## src/rtl/model_if_pkg.sv

```systemverilog
// model_if_pkg: shared types and header layout for the model-to-AXI-Stream
// result return path.
package model_if_pkg;

  // Packer FSM states
  typedef enum logic [1:0] {
    ST_IDLE    = 2'd0,
    ST_HDR     = 2'd1,
    ST_PAYLOAD = 2'd2
  } pkt_state_e;

  // Header field positions
  localparam int unsigned HDR_TAG_MSB = 31;
  localparam int unsigned HDR_TAG_LSB = 24;
  localparam int unsigned HDR_LEN_MSB = 7;
  localparam int unsigned HDR_LEN_LSB = 0;

  localparam logic [7:0] HDR_TAG_DEFAULT = 8'h81;

  // Header word: tag in the top byte, payload length in the bottom byte
  function automatic logic [31:0] make_header(input logic [7:0] tag,
                                              input logic [7:0] len);
    logic [31:0] w;
    w = '0;
    w[HDR_TAG_MSB:HDR_TAG_LSB] = tag;
    w[HDR_LEN_MSB:HDR_LEN_LSB] = len;
    return w;
  endfunction

endpackage

```

## src/rtl/model2axis_fifo.sv

```systemverilog
// model2axis_fifo: synchronous first-word-fall-through FIFO. Exposes the head
// word and the word behind it so the packer can register its output data.
module model2axis_fifo #(
  parameter int unsigned DEPTH = 64,
  parameter int unsigned WIDTH = 32,
  localparam int unsigned AW = $clog2(DEPTH),
  localparam int unsigned LW = AW + 1
) (
  input  logic             clk,
  input  logic             rst,
  input  logic             push,
  input  logic [WIDTH-1:0] push_data,
  input  logic             pop,
  output logic [WIDTH-1:0] head,
  output logic [WIDTH-1:0] next,
  output logic             full,
  output logic             empty,
  output logic [LW-1:0]    level
);

  logic [WIDTH-1:0] mem_q [DEPTH];
  logic [AW-1:0]    wr_ptr_q, wr_ptr_d;
  logic [AW-1:0]    rd_ptr_q, rd_ptr_d;
  logic [AW-1:0]    rd_nxt;
  logic [LW-1:0]    level_q, level_d;
  logic             do_push, do_pop;

  assign full    = (level_q == LW'(DEPTH));
  assign empty   = (level_q == '0);
  assign level   = level_q;
  assign do_push = push & ~full;
  assign do_pop  = pop & ~empty;
  assign rd_nxt  = rd_ptr_q + AW'(1);
  assign head    = mem_q[rd_ptr_q];
  assign next    = mem_q[rd_nxt];

  // Pointer and occupancy update
  always_comb begin
    wr_ptr_d = wr_ptr_q;
    rd_ptr_d = rd_ptr_q;
    level_d  = level_q;
    if (do_push) wr_ptr_d = wr_ptr_q + AW'(1);
    if (do_pop)  rd_ptr_d = rd_nxt;
    if (do_push && !do_pop)      level_d = level_q + LW'(1);
    else if (!do_push && do_pop) level_d = level_q - LW'(1);
  end

  // Pointer/occupancy registers
  always_ff @(posedge clk or posedge rst) begin
    if (rst) begin
      wr_ptr_q <= '0;
      rd_ptr_q <= '0;
      level_q  <= '0;
    end else begin
      wr_ptr_q <= wr_ptr_d;
      rd_ptr_q <= rd_ptr_d;
      level_q  <= level_d;
    end
  end

  // Storage array, no reset needed
  always_ff @(posedge clk) begin
    if (do_push) mem_q[wr_ptr_q] <= push_data;
  end

endmodule

```

## src/rtl/model2axis_packer.sv

```systemverilog
// model2axis_packer: buffers memory-model read results and frames them into
// header-prefixed AXI-Stream packets. Define MODEL2AXIS_TIMEOUT_EN to build the
// idle-timeout flush of partial packets.
module model2axis_packer
  import model_if_pkg::*;
#(
  parameter int unsigned FIFO_DEPTH = 64,
  parameter int unsigned PKT_LEN    = 16,
  parameter int unsigned TIMEOUT    = 256,
  parameter logic [7:0]  HDR_TAG    = HDR_TAG_DEFAULT,
  localparam int unsigned LW        = $clog2(FIFO_DEPTH) + 1
) (
  input  logic          core_clk,
  input  logic          rst,
  input  logic [31:0]   dut_data,
  input  logic          dut_valid,
  output logic [31:0]   core2gtp_tdata,
  output logic          core2gtp_tvalid,
  input  logic          core2gtp_tready,
  output logic          core2gtp_tlast,
  output logic          overflow,
  output logic [LW-1:0] fifo_level
);

  localparam logic [LW-1:0] PKT_LEN_L = LW'(PKT_LEN);
  localparam int unsigned   TW        = $clog2(TIMEOUT + 1);

  if (PKT_LEN < 1 || PKT_LEN > 255) begin : g_bad_pkt_len
    $error("model2axis_packer: PKT_LEN out of range");
  end
  if (FIFO_DEPTH < 2 * PKT_LEN || (FIFO_DEPTH & (FIFO_DEPTH - 1)) != 0) begin : g_bad_depth
    $error("model2axis_packer: FIFO_DEPTH must be a power of two >= 2*PKT_LEN");
  end
  if (TIMEOUT < 2) begin : g_bad_timeout
    $error("model2axis_packer: TIMEOUT must be >= 2");
  end

  pkt_state_e  state_q, state_d;
  logic [31:0] tdata_q, tdata_d;
  logic        tvalid_q, tvalid_d;
  logic        tlast_q, tlast_d;
  logic [7:0]  rem_q, rem_d;
  logic        overflow_q, overflow_d;

  logic        fifo_push, fifo_pop, fifo_full, fifo_empty;
  logic [31:0] fifo_head, fifo_next;
  logic [LW-1:0] level;
  logic        launch, timeout_fired;
  logic [7:0]  launch_len;

  model2axis_fifo #(
    .DEPTH (FIFO_DEPTH),
    .WIDTH (32)
  ) u_fifo (
    .clk       (core_clk),
    .rst       (rst),
    .push      (fifo_push),
    .push_data (dut_data),
    .pop       (fifo_pop),
    .head      (fifo_head),
    .next      (fifo_next),
    .full      (fifo_full),
    .empty     (fifo_empty),
    .level     (level)
  );

  assign fifo_push       = dut_valid & ~fifo_full;
  assign fifo_level      = level;
  assign core2gtp_tdata  = tdata_q;
  assign core2gtp_tvalid = tvalid_q;
  assign core2gtp_tlast  = tlast_q;
  assign overflow        = overflow_q;

`ifdef MODEL2AXIS_TIMEOUT_EN
  logic [TW-1:0] tmo_q, tmo_d;

  // Idle timeout counter, saturating at TIMEOUT
  always_comb begin
    tmo_d = tmo_q;
    if (dut_valid || launch || fifo_empty) tmo_d = '0;
    else if (state_q == ST_IDLE && tmo_q != TW'(TIMEOUT)) tmo_d = tmo_q + TW'(1);
    timeout_fired = (tmo_q == TW'(TIMEOUT));
  end
`else
  // Partial packets wait for more data when the timeout is not built
  always_comb timeout_fired = 1'b0;
`endif

  // Packet framing FSM next-state and registered-output logic
  always_comb begin
    state_d    = state_q;
    tdata_d    = tdata_q;
    tvalid_d   = tvalid_q;
    tlast_d    = tlast_q;
    rem_d      = rem_q;
    overflow_d = overflow_q | (dut_valid & fifo_full);
    fifo_pop   = 1'b0;
    launch     = 1'b0;
    launch_len = (level >= PKT_LEN_L) ? 8'(PKT_LEN) : 8'(level);
    case (state_q)
      ST_IDLE: begin
        if (level >= PKT_LEN_L || (timeout_fired && !fifo_empty)) begin
          launch   = 1'b1;
          state_d  = ST_HDR;
          rem_d    = launch_len;
          tdata_d  = make_header(HDR_TAG, launch_len);
          tvalid_d = 1'b1;
          tlast_d  = 1'b0;
        end
      end
      ST_HDR: begin
        if (core2gtp_tready) begin
          state_d = ST_PAYLOAD;
          tdata_d = fifo_head;
          tlast_d = (rem_q == 8'd1);
        end
      end
      ST_PAYLOAD: begin
        if (core2gtp_tready) begin
          fifo_pop = 1'b1;
          rem_d    = rem_q - 8'd1;
          if (rem_q == 8'd1) begin
            state_d  = ST_IDLE;
            tdata_d  = '0;
            tvalid_d = 1'b0;
            tlast_d  = 1'b0;
          end else begin
            // Output data is registered, so load the word behind the head
            // being popped this cycle.
            tdata_d = fifo_next;
            tlast_d = (rem_q == 8'd2);
          end
        end
      end
      default: begin
        state_d  = ST_IDLE;
        tdata_d  = '0;
        tvalid_d = 1'b0;
        tlast_d  = 1'b0;
      end
    endcase
  end

  // State, output and counter registers
  always_ff @(posedge core_clk or posedge rst) begin
    if (rst) begin
      state_q    <= ST_IDLE;
      tdata_q    <= '0;
      tvalid_q   <= 1'b0;
      tlast_q    <= 1'b0;
      rem_q      <= '0;
      overflow_q <= 1'b0;
`ifdef MODEL2AXIS_TIMEOUT_EN
      tmo_q      <= '0;
`endif
    end else begin
      state_q    <= state_d;
      tdata_q    <= tdata_d;
      tvalid_q   <= tvalid_d;
      tlast_q    <= tlast_d;
      rem_q      <= rem_d;
      overflow_q <= overflow_d;
`ifdef MODEL2AXIS_TIMEOUT_EN
      tmo_q      <= tmo_d;
`endif
    end
  end

endmodule

```

## config.mk

```make
export PLATFORM = sky130hd
export DESIGN_NAME = model2axis_packer
export DESIGN_NICKNAME = d
export VERILOG_FILES = /design/src/rtl/model_if_pkg.sv /design/src/rtl/model2axis_fifo.sv /design/src/rtl/model2axis_packer.sv
export SDC_FILE = /design/constraint.sdc
export NUM_CORES = 2
export LEC_CHECK = 0
export BUFFER_PORTS_ARGS = -buffer_cell sky130_fd_sc_hd__buf_2
export CAP_MARGIN = 15
export CORE_MARGIN = 2
export CORE_UTILIZATION = 35
export DETAILED_ROUTE_END_ITERATION = 12
export PLACE_DENSITY = 0.54
export SYNTH_ARGS = -nofsm -noshare
export SYNTH_HDL_FRONTEND = slang
export SYNTH_SLANG_ARGS = --single-unit
export TNS_END_PERCENT = 1
```

## constraint.sdc

```tcl
create_clock -name core_clk -period 3.8 [get_ports core_clk]
set_input_delay 0.57 -clock core_clk [delete_from_list [all_inputs] [get_ports core_clk]]
set_output_delay 0.57 -clock core_clk [all_outputs]
set_load 0.01 [all_outputs]
```

; ---- After elaboration in Yosys (flattened, before gate mapping)
; Memory sizes are Yosys's and may differ from the RTL's.
; Cells that the tools add are included.
[word_totals]
register_bits = 64
latchBits = 0
mem_bits_rw = 2048
romBits = 0
in_bits = 36
out_inout_bits = 42
word_cells = 73
mem_count = 1
[classes]
n_addsub = 5
multipliers = 0
div_mod_pow = 0
magnitude_cmp = 1
eq_ne = 9
n_shift = 0
n_mux = 28
bitwise = 8
reduce_logical = 12
[memory_table]
columns = memory, words, word_bits, read_ports, rd_ports_with_merged_regs, wr, line_no
row1 = u_fifo.mem_q, 64, 32, 2, 0, 1, model2axis_fifo.sv:21  ; logic [WIDTH-1:0] mem_q [DEPTH];
[op_table]
columns = op, count
row1 = $mux W32, 4
row2 = $pmux W32 S3, 1
row3 = $mux W8, 2
row4 = $pmux W8 S2, 1
row5 = $mux W7, 2
row6 = $add A6 B1 Y6 const B, 2
row7 = $mux W1, 11
row8 = $eq A8 B1 Y1 const B, 1
row9 = $eq A8 B2 Y1 const B, 1
row10 = $mux W2, 4
row11 = $ne A2 B2 Y1 const B, 4
row12 = $reduce_and A4 Y1, 2
row13 = $sub A8 B1 Y8 const B, 1
row14 = $add A7 B1 Y7 const B, 1
row15 = $eq A7 B7 Y1 const B, 1
row16 = $ge A7 B5 Y1 const B, 1
row17 = $logic_not A7 Y1, 1
row18 = $sub A7 B1 Y7 const B, 1
row19 = $pmux W1 S3, 2
row20 = $pmux W2 S3, 1
row21 = $reduce_and A3 Y1, 2
row22 = $and A1 B1 Y1, 4
row23 = $reduce_bool A2 Y1, 2
row24 = $not A1 Y1, 3
row25 = 6 further kinds, 8

; ---- Longest topological paths before layout
[depth]
depth_word = 8
mapped_depth = 14
mapped_depth_nobuf = 13

; ---- By module
; Synthesis repeated with hierarchy kept, for this count alone.
[unflattened]
cells_unflattened = 4679
hier_area_um2 = 97860.1
[modules_own_cells]
columns = module, instances, cells_each, area_per_inst_um2, seq_area_each_um2
row1 = model2axis_fifo, 1, 4484, 95621.7, 61974.4
row2 = model2axis_packer, 1, 195, 2238.4, 1126.1

; ---- Worst setup path after synthesis
; OpenSTA, ideal clock, no wires.
[synth_path]
path_kind = reg2reg
startpoint = register u_fifo.level_q[0] (netlist: u_fifo.level[0])
endpoint = memory u_fifo.mem_q[59][0] (enable)
t_arrival_ns = 2.855
path_slack_ns = 0.524
stages_incl_launch_ff = 8
n_path_buf = 1
synth_period_minus_slack_ns = 3.276
cell_sequence = dfrtp_1 > nor2_1 > nand4_1 > and2_1 > clkbuf_1 > nor2b_1 > nand3_1 > nor2_1
[synth_between]
elab_chain_len = 6
[synth_lines]
columns = element, line_no
row1 = from (decl), model2axis_fifo.sv:25  ; logic [LW-1:0] level_q, level_d;
row2 = from (signal assigned), model2axis_fifo.sv:57  ; level_q <= level_d;
row3 = $eq A7 B7 Y1 *, model2axis_fifo.sv:28  ; assign full = (level_q == LW'(DEPTH));
row4 = $not A1 Y1 *, "model2axis_fifo.sv:31, model2axis_packer.sv:67"
row5 = $and A1 B1 Y1, model2axis_packer.sv:67  ; assign fifo_push = dut_valid & ~fifo_full;
row6 = $and A1 B1 Y1 *, model2axis_fifo.sv:31  ; assign do_push = push & ~full;
row7 = net u_fifo.do_push, model2axis_fifo.sv:26  ; logic do_push, do_pop;
row8 = $mux W1 *, model2axis_fifo.sv:63  ; if (do_push) mem_q[wr_ptr_q] <= push_data;
row9 = $mux W1 (implied by the code) *, model2axis_fifo.sv:63
row10 = to (decl), model2axis_fifo.sv:21
; Mark *: on every way through the listed nets, which the timed path passes. The rest lies on a longest branch.

; ---- Final worst setup path
[layout_path]
startpoint = register u_fifo.level_q[0] (netlist: u_fifo.level[0])
endpoint = memory u_fifo.mem_q[31][2] (enable)
[layout_between]
elab_chain_len = 6
[layout_lines]
columns = element, line_no
row1 = $eq A7 B7 Y1 *, model2axis_fifo.sv:28
row2 = $not A1 Y1 *, "model2axis_fifo.sv:31, model2axis_packer.sv:67"
row3 = $and A1 B1 Y1, model2axis_packer.sv:67
row4 = $and A1 B1 Y1 *, model2axis_fifo.sv:31
row5 = $mux W1 *, model2axis_fifo.sv:63
row6 = $mux W1 (implied by the code) *, model2axis_fifo.sv:63
; Every way passes the cells marked *; elsewhere a longest branch is shown, timed or not.

==> flow_summary.toml <==
[clocking]
clk_latency_ps = 890
cts_inserted_buffers = 225
cts-root-buf = "clkbuf_16"
cts.path.max_buffers = 3
cts.sinks = 2112
cts_max_level = 4
path_clk_slew_ps = 70
cts_resized = 0
cts_tree = "built"

[logic_synthesis]
yosys.area.top_type_share = 0.6294
yosys.area.top_type = "edfxtp_1"
ys_top_cells_by_area = "edfxtp_1 (63%), mux4_2 (24%), mux2i_1 (1.7%)"
synthCells = 4897
avgSynthCellArea_um2 = 19.95
mappedNetlistArea_mm2 = 0.09772
synth-seq-area-share = 0.6457
synth_edf_count = 2048
synth_seq_cells = 2112
synth_cell_types = 61
yosysWarningCount = 0
ys_async_sr_fraction = 0.03030
synthFlopType = "edfxtp_1"
syn-num-nets = 4950

[routing]
drc = 0
wirelength_um = 329000
dr.pass1.iters = 7
post_drt_wl_per_cell_um = 36.49
ant_nets = 0
viasPerCell = 6.166
dr.first_iter.drc_count = 7272
vias = 55590

[pwr]
powerDensity_mw_per_mm2 = 784.0
comb_power_share = 0.442
intPower_mw = 56.78
p_clk_frac = 0.247
p_sw_frac = 0.3555
sequentialPowerShare = 0.311
p_leak_nw = 35.13
irDropWorstVdd_v = 0.0007541
p_sw_mw = 31.32

[sta]
slew-limit-headroom = 0.1497
maxSlewViolCount = 0
fmax_mhz = 274.0
min_period_ps = 3650
setup_viol = 0
timing.final.crit_share = 0.9606
worst_pin_slew_ps = 1275
clock_skew_ps = 57.66
finalHoldViolations = 0
tns_ps = 0
rsz0062_at_grt = "no"

[worst_setup_path]
cp_num_cells = 9
cp.required_ps = 4290
crit_buf_inv = 4
critPathMostFrequentCell = "buf_4"
crit_path_max_incr_delay_ps = 790
critPathArrivalTime_ps = 4140
crit_path_top_delay_cell = "nor2_4"
worst_setup_path_end_kind = "register"
cp-start-kind = "register"
path_cells = "nor2_1, nand4_1, buf_4, and3_1, nand3_1, buf_4, buf_4, nor2_4, buf_4"
crit_fanout = 18
path_class = "reg -> reg"
crit_family = "simple AND/OR/NAND/NOR gates"
reg2reg_depth = 9

[global_route]
met3_usage = 0.04612
grt_util_met2 = 0.3674
antenna_found_initial = 31
grt_first_pass_wirelength_um = 455300
grt_pass1_vias = 55980
gr-total-overflow = 0
grt_use_met1 = 0.3121
grt-busiest-layer = "met2"
grt_usage = 0.2293
grt_max_degree = 98

[finish]
fillers = 24590
final_layout_size_suffix_gt1_frac = 0.3656
final_common_cell = "edfxtp_1"
fin_area_mm2 = 0.1124
final_cell_mix = "edfxtp_1 (2048), mux4_2 (1039), clkbuf_16 (227)"
final_nets = 5167
areaGrowthSynthToFinish_pct = 14.99

[place]
hpwlAfterDp_um = 194100
gp_congestion = 0.8088
postPlaceCellArea_mm2 = 0.1049
io_buffer_count = 77

[floorplan]
die_h_um = 532.4
dieArea_mm2 = 0.2834
start_util = 0.3525
coreArea_mm2 = 0.2772
dieWidth_um = 532.4
pin_count = 78
row_count = 193

[hold_path]
min_path_type = "in -> reg"
hold_path_depth = 1

[job]
max-cap-violations = 0

[outcome]
outcome = "finished clean"
==> cells in the mapped netlist, types with 20 or more instances <==
cell type / number
a22oi_1: 152
buf_4: 41
and2_1: 33
mux4_2: 1039
buf_1: 20
clkbuf_1: 140
a2111oi_2: 23
o22ai_1: 35
nand3_1: 80
o21ai_0: 39
nand2_1: 214
mux2_2: 93
nor2_1: 127
buf_2: 169
a211oi_1: 58
mux2i_1: 168
nor3_1: 32
a21oi_1: 62
and3_1: 31
a31oi_1: 32
edfxtp_1: 2048
o211ai_1: 28
dfrtp_1: 64
==> flip-flops by register name (all words and copies together), names as in the netlist <==
signal           flops
rem_q                8
u_fifo.wr_ptr_q      6
core2gtp_tvalid      1
core2gtp_tdata      32
core2gtp_tlast       1
u_fifo.level         7
overflow             1
u_fifo.rd_ptr_q      6
state_q              2
u_fifo.mem_q      2048
==> worst register-to-register path, cell delays in order, from the launching register on <==
cell and delay (ps):
dfrtp_1 440, nor2_1 120, nand4_1 180, buf_4 140
and3_1 500, nand3_1 160, buf_4 220, buf_4 190
nor2_4 790, buf_4 510
==> worst paths after layout <==
kind / startpoint / end / slack, ps
worst max register to register: u_fifo.level[0]$_DFFE_PP0P_ / u_fifo.mem_q[31][2]$_DFFE_PP_ / 150
worst min register to register: overflow$_DFF_PP0_ / overflow$_DFF_PP0_ / 530
min in group asynchronous: rst / rem_q[3]$_DFFE_PP0P_ / 360
worst max-delay path: u_fifo.level[0]$_DFFE_PP0P_ / u_fifo.mem_q[31][2]$_DFFE_PP_ / 150
max in group asynchronous: rst / core2gtp_tdata[10]$_DFFE_PP0P_ / 2570
worst min-delay path: dut_data[25] / u_fifo.mem_q[48][25]$_DFFE_PP_ / 70
==> stage by stage <==
stage,setup slack (ps),total power [mW],hold WS [ps],util,std cells
global placement,301.2,66.82,516.2,0.3782,8578
finish,149.8,88.10,67.39,0.4053,9016
global route,62.41,91.51,36.45,0.4053,9016
CTS,228.4,88.63,130.2,0.4044,9000
floorplan,523.5,53.99,458.6,-,4897
detailed placement,291.3,66.82,511.6,0.3782,8578
==> cell type report <==
cell class / instances / area [µm²] / share of cell area
clock buffer: 280 / 5949 / 0.05295
inverter: 16 / 67.56 / 0.0006013
multi-input combinational: 2385 / 33280 / 0.2961
clock inverter: 140 / 1299 / 0.01156
tap: 3705 / 4636 / 0.04125
sequential: 2112 / 63110 / 0.5616
timing repair buffer: 374 / 4019 / 0.03577
antenna: 4 / 10.01 / 0.00008908
==> power groups by stage <==
| stage | clock network [mW] | logic (mW) | registers [mW] |
|---|---|---|---|
| 2_1_floorplan | 0 | 26.4 | 27.5 |
| 3_3_place_gp | 0 | 39.0 | 27.8 |
| 3_5_place_dp | 0 | 38.9 | 27.9 |
| 4_1_cts | 22.1 | 39.1 | 27.4 |
| 5_1_grt | 23.0 | 41.0 | 27.5 |
| 6_report | 21.7 | 39.0 | 27.4 |
==> routing by layer <==
metal  vias up  part of all wire
met5         -           0.00018
met4        10             0.037
met3       547             0.085
met2      2797              0.47
met1     30630              0.40
li1      21600                 -
==> cell families after synthesis <==
logic type / count (synthesis) / synth area share
buffers and inverters: 400 / 0.02018
flip-flops: 2112 / 0.6457
AO/OA/AOI/OAI: 467 / 0.03471
XOR/XNOR: 27 / 0.002497
multiplexers: 1300 / 0.2674
adder cells (fa/ha/maj): 17 / 0.002254
AND/OR/NAND/NOR: 574 / 0.02722
==> repair_timing <==
item,CTS,global route
endpoints found under the setup margin,0,0
endpoints found under the hold margin,39,1
hold buffers,2,1
setup buffers,0,0
Power figures use the tool's default switching activity.
